==> src/rtl/mem_bus_arbiter.sv <==
// mem_bus_arbiter: round-robin arbiter sharing one memory port between NM masters with timeout abort
module mem_bus_arbiter #(
  parameter int NM = 3,
  parameter logic [7:0] TOUT = 8'd255,
  parameter logic [31:0] ERRDATA = 32'hDEADBEEF
) (
  input  logic           iCLK,
  input  logic           iRST,
  input  logic [NM-1:0]    iReq,
  input  logic [NM-1:0]    iWe,
  input  logic [4*NM-1:0]  iByteEnable,
  input  logic [32*NM-1:0] iAddress,
  input  logic [32*NM-1:0] iWriteData,
  output logic [NM-1:0]  oAck,
  output logic           oError,
  output logic [31:0]    oReadData,
  output logic [NM-1:0]  oGrant,
  output logic           oMemReadEnable,
  output logic           oMemWriteEnable,
  output logic [3:0]     oMemByteEnable,
  output logic [31:0]    oMemAddress,
  output logic [31:0]    oMemWriteData,
  input  logic           iMemReady,
  input  logic [31:0]    iMemReadData
);
  localparam int PW = (NM > 1) ? $clog2(NM) : 1;
  typedef enum logic {IDLE, ACCESS} state_t;
  state_t state_q, state_d;
  logic [PW-1:0] ptr_q, ptr_d, gidx_q, gidx_d, pick;
  logic [NM-1:0] grant_q, grant_d, ack_q, ack_d, elig;
  logic [7:0] cnt_q, cnt_d;
  logic we_q, we_d, err_q, err_d, found, done;
  logic [3:0] be_q, be_d;
  logic [31:0] addr_q, addr_d, wdata_q, wdata_d, rdata_q, rdata_d;
  function automatic logic [PW-1:0] wrap(input int v);
    return PW'(v % NM);
  endfunction
  always_comb begin
    elig = iReq & ~ack_q;
    pick = '0;
    found = 1'b0;
    for (int i = NM-1; i >= 0; i--)
      if (elig[wrap(int'(ptr_q) + i)]) begin
        pick = wrap(int'(ptr_q) + i);
        found = 1'b1;
      end
  end
  // Ready beats timeout when both happen in the same cycle.
  assign done = (state_q == ACCESS) && (iMemReady || cnt_q == TOUT);
  always_comb begin
    state_d = state_q;
    ptr_d = ptr_q;
    gidx_d = gidx_q;
    grant_d = grant_q;
    cnt_d = cnt_q;
    we_d = we_q;
    be_d = be_q;
    addr_d = addr_q;
    wdata_d = wdata_q;
    rdata_d = rdata_q;
    ack_d = '0;
    err_d = 1'b0;
    if (state_q == IDLE && found) begin
      state_d = ACCESS;
      gidx_d = pick;
      grant_d = NM'(1) << pick;
      cnt_d = '0;
      we_d = iWe[pick];
      be_d = iByteEnable[4*pick +: 4];
      addr_d = iAddress[32*pick +: 32];
      wdata_d = iWriteData[32*pick +: 32];
    end else if (state_q == ACCESS) begin
      cnt_d = cnt_q + 8'd1;
      if (done) begin
        state_d = IDLE;
        ack_d = grant_q;
        err_d = ~iMemReady;
        rdata_d = !iMemReady ? ERRDATA : we_q ? '0 : iMemReadData;
        ptr_d = wrap(int'(gidx_q) + 1);
        grant_d = '0;
        cnt_d = '0;
      end
    end
  end
  always_ff @(posedge iCLK) begin
    if (iRST) begin
      state_q <= IDLE;
      ptr_q <= '0;
      gidx_q <= '0;
      grant_q <= '0;
      cnt_q <= '0;
      we_q <= 1'b0;
      be_q <= '0;
      addr_q <= '0;
      wdata_q <= '0;
      rdata_q <= '0;
      ack_q <= '0;
      err_q <= 1'b0;
    end else begin
      state_q <= state_d;
      ptr_q <= ptr_d;
      gidx_q <= gidx_d;
      grant_q <= grant_d;
      cnt_q <= cnt_d;
      we_q <= we_d;
      be_q <= be_d;
      addr_q <= addr_d;
      wdata_q <= wdata_d;
      rdata_q <= rdata_d;
      ack_q <= ack_d;
      err_q <= err_d;
    end
  end
  assign oAck = ack_q;
  assign oError = err_q;
  assign oReadData = rdata_q;
  assign oGrant = grant_q;
  assign oMemReadEnable = (state_q == ACCESS) & ~we_q;
  assign oMemWriteEnable = (state_q == ACCESS) & we_q;
  assign oMemByteEnable = be_q;
  assign oMemAddress = addr_q;
  assign oMemWriteData = wdata_q;
endmodule
==> config.mk <==
export PLATFORM = sky130hd
export DESIGN_NAME = mem_bus_arbiter
export DESIGN_NICKNAME = d
export VERILOG_FILES = /design/src/rtl/mem_bus_arbiter.sv
export SDC_FILE = /design/constraint.sdc
export NUM_CORES = 1
export LEC_CHECK = 0
export ABC_CLOCK_PERIOD_IN_PS = 5050
export CAP_MARGIN = 20
export CORE_ASPECT_RATIO = 1.25
export CORE_MARGIN = 10
export CORE_UTILIZATION = 44
export DETAILED_ROUTE_END_ITERATION = 16
export PLACE_DENSITY = 0.86
export SLEW_MARGIN = 10
export SYNTH_ARGS = -nofsm -noshare
export SYNTH_HDL_FRONTEND = slang
export SYNTH_SLANG_ARGS = --single-unit
==> constraint.sdc <==
create_clock -name iCLK -period 5.05 [get_ports iCLK]
set_input_delay 0.7575 -clock iCLK [delete_from_list [all_inputs] [get_ports iCLK]]
set_output_delay 0.7575 -clock iCLK [all_outputs]
set_load 0.005 [all_outputs]
==> flow_metrics.tcl <==
set metrics [dict create \
    outcome "completed" \
    hold_buffers 0 \
    first_iter_violations 631 \
    switching_power_uw 953 \
    gp_congestion 0.832 \
    worstPathRequired_ns 5.34 \
    syn_area_um2 6840 \
    async_flop_share_pct 0 \
    vias_per_cell 5.77 \
    area_growth_pct 58.6 \
    worstPathArrival_ns 3.71 \
    coreArea_um2 15100 \
    nets 1286 \
    register_area_um2 2420 \
    rsz0062_at_grt "no" \
    multiInputGateArea_um2 3890 \
    grt_pass1_wl_um 41900 \
    synthFlopType "dfxtp_1" \
    period_needed_ns 3.42 \
    grt_pass1_vias 7296 \
    antenna_found_initial 2 \
    ys_types 46 \
    synth_enable_flop_cells 0 \
    ir_worst_vdd_v 0.000184 \
    clkPwrFrac_pct 37.0 \
    p_leak_uw 0.00408 \
    io_buffers 353 \
    hold_viol_final 0 \
    syn_nets 1000 \
    finalWorstSetupSlack_ns 1.63 \
    seq_power_share_pct 34.0 \
    finalCritPeriodShare_pct 67.6 \
    die_width_um 132 \
    num_vias 7268 \
    postCtsSetupRepairBufs 0 \
    firstDrtPassIters 6 \
    ioPinCount 354 \
    dp_slack_ns 1.33 \
    dpl_cell_area_um2 10200 \
    setup_viol 0 \
    worst_pin_slew_ns 1.09 \
    fin_area_um2 10800 \
    wirelength_um 27800 \
    timing.slew.headroom_pct 27.6 \
    p_int_uw 2380 \
    r2r_start "ptr_q[0]$_SDFFE_PP0P_" \
    grt_busiest_layer "met2" \
    slew_viol_final 0 \
    seq_area_frac_synth_pct 35.4 \
    worstSetupPathType "in2reg" \
    wl_per_cell_um 22.1 \
    min-delay-start "oReadData[4]$_SDFFE_PP0P_" \
    rr_worst_depth 7 \
    fp.dieH_um 159 \
    holdWs_ns 0.452 \
    drv_cap 0 \
    combPwrFrac_pct 29.0 \
    insertion_delay_ns 0.42 \
    drc 0 \
    clk_path_buf_depth 2 \
    die_area_um2 21000 \
    num_rows 50 \
    initial_core_util_pct 45.2 \
    fillers 1158 \
    cts_tree "built" \
    crit_path_start_kind "primary input" \
    grt_max_degree 104 \
    root_buffer "clkbuf_16" \
    hold_class "reg2reg" \
    grt.total_usage_pct 24.7 \
    synthCells 751 \
    grt_use_met1_pct 26.5 \
    ys_ff_latch 121 \
    whs_path_depth 2 \
    cts_resized 0 \
    hpwl_um 19700 \
    rrSetupSlack_ns 1.75 \
    endpoint_kind "flop" \
    grt_use_met3_pct 8.39 \
    min_to "oReadData[4]$_SDFFE_PP0P_" \
    p_sw_share_pct 28.6 \
    drive_above_1_share_pct 9.33 \
    cts_sinks 121 \
    fin_util_pct 71.6 \
    ant_nets 0 \
    ys.warnings.count 0 \
    max_freq_ghz 0.293 \
    met2_usage_pct 43.1 \
    cts_buffers 17 \
    finalSetupTns_ns 0 \
    htree_levels 4 \
    grt-ovfl-total 0 \
    rr_endpoint "oMemWriteData[12]$_SDFFE_PP0P_" \
    avgSynthCellArea_um2 9.10 \
    fin_skew_ns 0.0112 \
    cts.reportedPaths.clkPinSlew_ns 0.06 \
    powerDensity_nw_per_um2 308 \
    cp_max_fo 38 \
]
-- power groups by stage --
| stage | clock network [uW] | logic [uW] | registers (uW) |
|---|---|---|---|
| after floorplan | 0 | 474 | 1150 |
| after global routing | 1290 | 1030 | 1150 |
| final | 1230 | 968 | 1130 |
| after detailed placement | 0 | 962 | 1150 |
| after global placement | 0 | 951 | 1150 |
| after CTS | 1250 | 968 | 1130 |
-- worst max path at each step --
stage | from | to | cells after the start
2_1_floorplan | iReq[0] | oMemAddress[30]$_SDFFE_PP0P_ | 8
3_3_place_gp | iReq[0] | oMemWriteData[6]$_SDFFE_PP0P_ | 7
3_5_place_dp | iReq[1] | oMemWriteData[9]$_SDFFE_PP0P_ | 7
4_1_cts | iReq[0] | oMemWriteData[12]$_SDFFE_PP0P_ | 7
5_1_grt | iReq[1] | oMemWriteData[12]$_SDFFE_PP0P_ | 7
6_report | iReq[0] | oMemWriteData[12]$_SDFFE_PP0P_ | 7
-- cells in the mapped netlist, types with 8 or more instances --
| cell | instances | area, um2 |
|---|---|---|
| a221oi_1 | 57 | 499 |
| buf_6 | 15 | 169 |
| a21oi_1 | 16 | 80.1 |
| o41ai_2 | 32 | 521 |
| nand2_1 | 19 | 71.3 |
| nand4b_1 | 8 | 70.1 |
| buf_2 | 22 | 110 |
| dfxtp_1 | 121 | 2420 |
| a221oi_2 | 12 | 180 |
| clkbuf_1 | 53 | 199 |
| o41ai_1 | 37 | 324 |
| and3_1 | 69 | 432 |
| a211oi_1 | 24 | 180 |
| nand3b_1 | 71 | 533 |
| nand2b_1 | 25 | 156 |
| nor2_1 | 101 | 379 |
-- cells by family after synthesis --
family | Yosys count | share of synthesized area [%]
xor+xnor | 6 | 0.769
simple gates | 327 | 27.4
buf+inv | 104 | 8.03
compound gates | 187 | 27.4
fa+ha+maj | 5 | 0.897
flops | 121 | 35.4
mux | 1 | 0.146
-- worst max-delay path, cell delays in order --
cell             delay [ns]
clkdlybuf4s50_1        0.52
nand2b_4               0.07
maj3_2                 0.34
o211ai_4               0.82
buf_4                  0.59
a221oi_1               0.18
o41ai_1                0.40
-- cells in the final DEF (no fill, tap or decap), types with 8 or more instances in the layout --
cell	instances
a21oi_1	16
clkbuf_16	17
a221oi_2	12
o41ai_2	32
o41ai_1	37
and3_1	69
nor2_1	101
a211oi_1	24
buf_4	11
dfxtp_1	121
nand3b_1	71
a221oi_1	57
nand2b_1	25
clkdlybuf4s50_1	352
nand4b_1	8
nand2_1	19
-- through the flow --
step	cells	power (uW)
after global routing	1259	3470
after detailed placement	1226	2110
final	1260	3340
after global placement	1226	2100
after CTS	1258	3350
after floorplan	751	1620
-- area by class of cell --
| type | instances | share of cell area [%] |
|---|---|---|
| clock buffers | 20 | 4.12 |
| repair buffers | 365 | 33.6 |
| flip-flops and latches | 121 | 22.3 |
| inverters | 6 | 0.208 |
| diodes | 2 | 0.0462 |
| well taps | 208 | 2.40 |
| multi-input cells | 526 | 35.9 |
| clock inverters | 12 | 1.37 |
-- registers in the layout (all words and copies together), names as in the netlist --
name / cells
oMemByteEnable: 4
we_q: 1
state_q: 1
oError: 1
oReadData: 32
cnt_q: 8
oGrant: 3
gidx_q: 2
oMemWriteData: 32
ptr_q: 2
oMemAddress: 32
oAck: 3
-- layer usage --
metal | up-vias | share of wire (%) | routed length [um]
met4 | 0 | 3.2 | 884
met3 | 60 | 8.2 | 2280
li1 | 3434 | - | -
met1 | 3407 | 37 | 10400
met5 | - | 0 | 0
met2 | 367 | 51 | 14200
(Power assumes the default switching activity.)
